File: config.mk
export PLATFORM = sky130hd
export DESIGN_NAME = muldiv_unit
export DESIGN_NICKNAME = d
export VERILOG_FILES = /design/src/rtl/muldiv_unit.sv
export SDC_FILE = /design/constraint.sdc
export NUM_CORES = 1
export LEC_CHECK = 0
export ABC_CLOCK_PERIOD_IN_PS = 7500
export CAP_MARGIN = 10
export CORE_ASPECT_RATIO = 0.5
export CORE_MARGIN = 3
export CORE_UTILIZATION = 45
export DETAILED_ROUTE_END_ITERATION = 10
export GPL_TIMING_DRIVEN = 0
export PLACE_DENSITY = 0.78
export SYNTH_ARGS = -nofsm -noshare
export SYNTH_HDL_FRONTEND = slang
export SYNTH_SLANG_ARGS = --single-unit
File: constraint.sdc
create_clock -name clk -period 7.5 [get_ports clk]
set_input_delay 1.5 -clock clk [delete_from_list [all_inputs] [get_ports clk]]
set_output_delay 1.5 -clock clk [all_outputs]
set_load 0.02 [all_outputs]
File: src/rtl/muldiv_unit.sv
// ---------------------------------------------------------------------------
// muldiv_unit -- iterative MIPS-style multiply/divide unit with HI/LO registers
//
// MULT/MULTU use shift-add, one multiplier bit per cycle, and leave the full
// 2*WIDTH-bit product in {hi,lo}. DIV/DIVU use restoring division, one
// quotient bit per cycle, and leave the quotient in lo and the remainder in
// hi. Each operation spends exactly WIDTH cycles in CALC. A divide by zero
// skips the iteration entirely. MTHI/MTLO write hi/lo directly while idle.
//
// Configuration macro:
//   MULDIV_SIGNED_EN  defined   : MULT/DIV are signed (magnitudes iterate,
//                                 sign fixed up on the final edge)
//                     undefined : MULT runs as MULTU, DIV runs as DIVU
//
// Parameters:
//   WIDTH  operand / HI / LO width (minimum 4)
//   CNT_W  iteration counter width (at least clog2(WIDTH)+1)
//
// Ports:
//   clk       clock, all state changes on the rising edge
//   rst       asynchronous active-high reset
//   in0       multiplicand / dividend / MTHI-MTLO source
//   in1       multiplier / divisor
//   op        MIPS funct code (MULT, MULTU, DIV, DIVU, MTHI, MTLO)
//   start     request, op/in0/in1 sampled on the accepting edge
//   abort     cancels the operation in flight, wins over start
//   busy      high while an operation is computing
//   done      one-cycle pulse: hi/lo hold a fresh MULT/DIV result
//   div_zero  set by a DIV/DIVU with in1 = 0, cleared by the next MULT/DIV
//   hi, lo    architectural HI/LO registers
// ---------------------------------------------------------------------------
module muldiv_unit #(
    parameter int WIDTH = 32,
    parameter int CNT_W = 6
) (
    input  logic             clk,
    input  logic             rst,
    input  logic [WIDTH-1:0] in0,
    input  logic [WIDTH-1:0] in1,
    input  logic [5:0]       op,
    input  logic             start,
    input  logic             abort,
    output logic             busy,
    output logic             done,
    output logic             div_zero,
    output logic [WIDTH-1:0] hi,
    output logic [WIDTH-1:0] lo
);

    localparam logic [5:0] OP_MULT  = 6'b011000;
    localparam logic [5:0] OP_MULTU = 6'b011001;
    localparam logic [5:0] OP_DIV   = 6'b011010;
    localparam logic [5:0] OP_DIVU  = 6'b011011;
    localparam logic [5:0] OP_MTHI  = 6'b010001;
    localparam logic [5:0] OP_MTLO  = 6'b010011;

    typedef enum logic {IDLE, CALC} state_t;

    state_t           state;
    logic [CNT_W-1:0] cnt;
    logic [WIDTH-1:0] acc_hi;   // running partial product / remainder
    logic [WIDTH-1:0] acc_lo;   // multiplier bits / dividend bits -> quotient
    logic [WIDTH-1:0] opb;      // multiplicand or divisor magnitude
    logic             is_div;

    logic op_mul;
    logic op_div;
    logic last;

    logic [WIDTH-1:0] a_mag;
    logic [WIDTH-1:0] b_mag;

    always_comb begin
        op_mul = (op == OP_MULT) || (op == OP_MULTU);
        op_div = (op == OP_DIV)  || (op == OP_DIVU);
        last   = (cnt == CNT_W'(WIDTH - 1));
    end

`ifdef MULDIV_SIGNED_EN
    logic op_signed;
    logic a_neg;
    logic b_neg;
    logic neg_lo;   // product sign (MULT) or quotient sign (DIV)
    logic neg_hi;   // remainder sign, follows the dividend

    always_comb begin
        op_signed = (op == OP_MULT) || (op == OP_DIV);
        a_neg     = op_signed && in0[WIDTH-1];
        b_neg     = op_signed && in1[WIDTH-1];
        // The most-negative value maps onto itself, which read unsigned is
        // exactly its magnitude, so no extra bit is needed.
        a_mag     = a_neg ? -in0 : in0;
        b_mag     = b_neg ? -in1 : in1;
    end
`else
    always_comb begin
        a_mag = in0;
        b_mag = in1;
    end
`endif

    // One iteration of either algorithm, plus the final sign fix-up.
    logic [WIDTH:0]   mul_sum;
    logic [WIDTH:0]   div_shift;
    logic [WIDTH+1:0] div_diff;
    logic             div_ok;
    logic [WIDTH-1:0] step_hi;
    logic [WIDTH-1:0] step_lo;
    logic [WIDTH-1:0] fin_hi;
    logic [WIDTH-1:0] fin_lo;

    // NOTE: every signal driven here gets a value on every path before any
    // conditional override, so no latch can be inferred.
    always_comb begin
        mul_sum   = {1'b0, acc_hi} + (acc_lo[0] ? {1'b0, opb} : '0);
        div_shift = {acc_hi, acc_lo[WIDTH-1]};
        div_diff  = {1'b0, div_shift} - {2'b0, opb};
        div_ok    = !div_diff[WIDTH+1];

        if (is_div) begin
            // Remainder stays below the divisor, so WIDTH bits always hold it.
            step_hi = div_ok ? div_diff[WIDTH-1:0] : div_shift[WIDTH-1:0];
            step_lo = {acc_lo[WIDTH-2:0], div_ok};
        end else begin
            step_hi = mul_sum[WIDTH:1];
            step_lo = {mul_sum[0], acc_lo[WIDTH-1:1]};
        end

        fin_hi = step_hi;
        fin_lo = step_lo;
`ifdef MULDIV_SIGNED_EN
        if (is_div) begin
            fin_lo = neg_lo ? -step_lo : step_lo;
            fin_hi = neg_hi ? -step_hi : step_hi;
        end else if (neg_lo) begin
            {fin_hi, fin_lo} = -{step_hi, step_lo};
        end
`endif
    end

    // NOTE: all state uses non-blocking assignments so every register
    // samples pre-edge values regardless of statement order.
    always_ff @(posedge clk or posedge rst) begin
        if (rst) begin
            // NOTE: the datapath registers are reset too; they are few and
            // a known value keeps reset behaviour fully deterministic.
            state    <= IDLE;
            cnt      <= '0;
            acc_hi   <= '0;
            acc_lo   <= '0;
            opb      <= '0;
            is_div   <= 1'b0;
            busy     <= 1'b0;
            done     <= 1'b0;
            div_zero <= 1'b0;
            hi       <= '0;
            lo       <= '0;
`ifdef MULDIV_SIGNED_EN
            neg_lo   <= 1'b0;
            neg_hi   <= 1'b0;
`endif
        end else begin
            done <= 1'b0;
            case (state)
                IDLE: begin
                    if (start && !abort) begin
                        if (op_mul || (op_div && (in1 != '0))) begin
                            state    <= CALC;
                            busy     <= 1'b1;
                            cnt      <= '0;
                            div_zero <= 1'b0;
                            is_div   <= op_div;
                            acc_hi   <= '0;
                            acc_lo   <= op_div ? a_mag : b_mag;
                            opb      <= op_div ? b_mag : a_mag;
`ifdef MULDIV_SIGNED_EN
                            neg_lo   <= a_neg ^ b_neg;
                            neg_hi   <= a_neg;
`endif
                        end else if (op_div) begin
                            // Divide by zero: answer at once, no iteration.
                            hi       <= in0;
                            lo       <= '1;
                            div_zero <= 1'b1;
                            done     <= 1'b1;
                        end else if (op == OP_MTHI) begin
                            hi <= in0;
                        end else if (op == OP_MTLO) begin
                            lo <= in0;
                        end
                    end
                end
                CALC: begin
                    if (abort) begin
                        state <= IDLE;
                        busy  <= 1'b0;
                        cnt   <= '0;
                    end else begin
                        acc_hi <= step_hi;
                        acc_lo <= step_lo;
                        cnt    <= cnt + CNT_W'(1);
                        if (last) begin
                            hi    <= fin_hi;
                            lo    <= fin_lo;
                            done  <= 1'b1;
                            busy  <= 1'b0;
                            state <= IDLE;
                            cnt   <= '0;
                        end
                    end
                end
            endcase
        end
    end

endmodule

==> flow_metrics.tcl <==
set metrics [dict create \
    syn_to_final_growth_pct 19.85 \
    clk_path_buf_depth 2 \
    fp.dieW_microns 242.9 \
    dp_cells 2059 \
    maxSlewHeadroom_pct 39.55 \
    drc_errors 0 \
    critPathSlowestCell "clkbuf_1" \
    grt_start_max_net_pins 100 \
    cp.depth 9 \
    gr-usage-met3_pct 9.701 \
    grt_use_met2_pct 45.72 \
    finalMaxSlewViolations 0 \
    post_cts_buffers 0 \
    yosys-top-cells-area "dfrtp_1 (34%), o21ai_0 (9.4%), nand2_1 (7.8%), ha_1 (6.4%), mux2i_1 (5.4%)" \
    dr_total_vias 13010 \
    use_met1_pct 44.88 \
    post_drt_wl_per_cell_microns 23.17 \
    reg2reg_slack_ns 3.22 \
    die_h_microns 124.5 \
    crit_path_end_kind "flip-flop" \
    yosys_warnings 0 \
    synth_top_cell_by_area "dfrtp_1" \
    numPortBuffers 140 \
    holdPathStages 2 \
    peakVddDrop_mv 0.1849 \
    htreeDepth 4 \
    p_per_area_nw_per_um2 274.1 \
    multiInputGateArea_sq_um 7784 \
    fin_skew_ns 0.01170 \
    final_area_sq_um 15130 \
    clkLatencyLatePin_ns 0.44 \
    place_ws_ns 2.676 \
    die_area_sq_um 30230 \
    cts_buffers 17 \
    ant_nets 0 \
    grt.overflow.total 0 \
    leakage_nw 6.691 \
    synth_seq_area_share_pct 33.88 \
    routabilityCongestion 0.9955 \
    fmax_mhz 218.9 \
    hold_buffers 0 \
    cts_resized 0 \
    drtIter0Drc 1811 \
    worst_slack_ns 2.932 \
    rows 42 \
    hold-path-endpoint "lo[2]" \
    r2r_cells 13 \
    whs_ns 0.4828 \
    startpoint "in1[30]" \
    grt-busiest-layer "met2" \
    tightest_slew_ns 0.9068 \
    worstPathArrival_ns 4.85 \
    r2r_start "acc_lo[0]" \
    timing.final.crit_period_ns 4.568 \
    clkSinkCount 171 \
    ys_ff_latch 171 \
    path_class "in -> reg" \
    start_util_pct 46.75 \
    path_max_fanout 10 \
    regArea_sq_um 4279 \
    path_cells "clkdlybuf4s50_1 -> nor4_1 -> nand4_1 -> nor3_1 -> o21ai_0 -> nand2_1 -> clkbuf_1 -> clkbuf_1 -> o21ai_0" \
    root_buffer "clkbuf_16" \
    drive_gt1_share_pct 6.818 \
    num_io_pins 141 \
    synth_area_sq_um 12630 \
    setup_viol 0 \
    hp-class "reg -> reg" \
    status "finished, final reports clean" \
    required_ns 7.78 \
    async_reset_ff_share_pct 100.0 \
    cts.clk_slew.worst_paths_ns 0.07 \
    cts_tree "built" \
    min_from "lo[2]" \
    grt_pass1_vias 12330 \
    final_cell_mix "nand2_1 (262), o21ai_0 (238), dfrtp_1 (171)" \
    startpoint_type "input port" \
    syn_nets 1685 \
    wirelength_microns 48450 \
    final_cells 2091 \
    fillers 2460 \
    cpLargestDelayFamily "buffers and inverters" \
    min_period_over_period_pct 60.91 \
    hpwl_microns 37680 \
    syn_inst 1544 \
    core_sq_um 27010 \
    syn_area_per_cell_sq_um 8.179 \
    synth_top_area_share_pct 33.88 \
    yosys_most_used_dff "dfrtp_1" \
    grt_pass1_wl_microns 73240 \
    hold_viol 0 \
    synth.distinct_cells 76 \
    critPathBufInv 3 \
    drv_cap 0 \
    placed_area_sq_um 14530 \
    power_mw 4.148 \
    nets 1845 \
    rsz0062_at_grt "no" \
    antenna_found_initial 1 \
    mostFrequentLayoutCell "nand2_1" \
    track_usage_pct 31.21 \
    timing.rr.end "hi[29]" \
    synth_edf_count 0 \
    vias_per_cell 6.224 \
    drt-pass1-iter-count 6 \
    critPathMaxStageDelay_ns 0.60 \
]
-- metal layers --
| metal | vias up | wire length (microns) | share of wire [%] |
|---|---|---|---|
| met5 | - | 0 | 0 |
| met4 | 0 | 949 | 2.0 |
| met3 | 83 | 6515 | 13 |
| met2 | 775 | 20320 | 42 |
| met1 | 6269 | 20660 | 43 |
| li1 | 5887 | - | - |
-- per-stage QoR --
stage                     utilization [%]  setup TNS [ns]
after floorplan                         -               0
after global placement              53.67         -173.02
after detailed placement            53.80               0
after CTS                           56.02               0
after global routing                56.02               0
final                               56.03               0
-- layout make-up --
cell class	instances	area share (%)
inverter	45	1.166
clock buffer	19	2.993
timing repair buffer	141	9.441
buffer	91	2.621
sequential	171	28.27
tap	374	3.092
multi-input combinational	1237	51.43
antenna	1	0.01653
clock inverter	12	0.9673
-- registers in the layout, summed over array words and instances, names as in the netlist --
signal,flops
done,1
acc_lo,32
cnt,6
state,1
div_zero,1
is_div,1
hi,32
lo,32
busy,1
acc_hi,32
opb,32
-- power breakdown --
| group | internal (mW) | switching [mW] | total (mW) | leakage [nW] |
|---|---|---|---|---|
| Sequential | 1.10 | 0.209 | 1.31 | 2.20 |
| Clock | 0.516 | 0.409 | 0.924 | 0.286 |
| Combinational | 0.759 | 1.15 | 1.91 | 4.21 |
| Total | 2.38 | 1.77 | 4.15 | 6.69 |
-- logic make-up (layout without fill, tap and decap cells) --
kind of cell | count (synthesis) | after routing | share of synthesized area (%)
simple gates | 499 | 499 | 18.22
mux | 110 | 110 | 9.194
fa+ha+maj | 67 | 67 | 6.757
flops | 171 | 171 | 33.88
compound gates | 512 | 512 | 24.07
buf+inv | 136 | 308 | 4.478
xor+xnor | 49 | 49 | 3.398
other cells | 0 | 1 | 0
-- synth_stat cells, types with 6 or more instances --
library cell / n
and2_1: 39
a211oi_1: 9
o21ai_1: 6
nand2_1: 262
o211ai_1: 15
o31ai_1: 8
nor3b_1: 6
a31o_2: 8
nor3_1: 15
or3_1: 10
nor2b_1: 12
and3_1: 11
dfrtp_1: 171
nor4_1: 11
a21o_1: 22
ha_1: 65
inv_1: 44
xnor2_1: 31
a31oi_1: 18
mux2i_1: 68
nor2_1: 70
buf_2: 11
mux2_2: 38
o21ai_0: 238
a21oi_1: 112
nand3_1: 25
nand4_1: 14
o21a_1: 13
xor2_1: 18
clkbuf_1: 69
-- worst max-delay path by stage --
stage / endpoint / slack, ns
after floorplan: acc_hi[0] / 1.37
after CTS: acc_lo[1] / 3.13
after global routing: hi[24] / 2.77
final: acc_lo[1] / 2.93
after detailed placement: acc_lo[1] / 2.68
after global placement: acc_hi[10] / -1.03
-- worst reg2reg max path, cell delays in order (launching register included) --
cell	delay, ns
dfrtp_1	0.55
clkbuf_1	0.35
and2_1	0.25
ha_1	0.22
fa_1	0.43
a21o_1	0.22
a22oi_1	0.27
o221ai_1	0.17
a211oi_1	0.57
nand2_1	0.24
a31oi_1	0.28
nor3b_1	0.09
a221o_1	0.35
o211ai_1	0.19
Power figures use the tool's default switching activity.
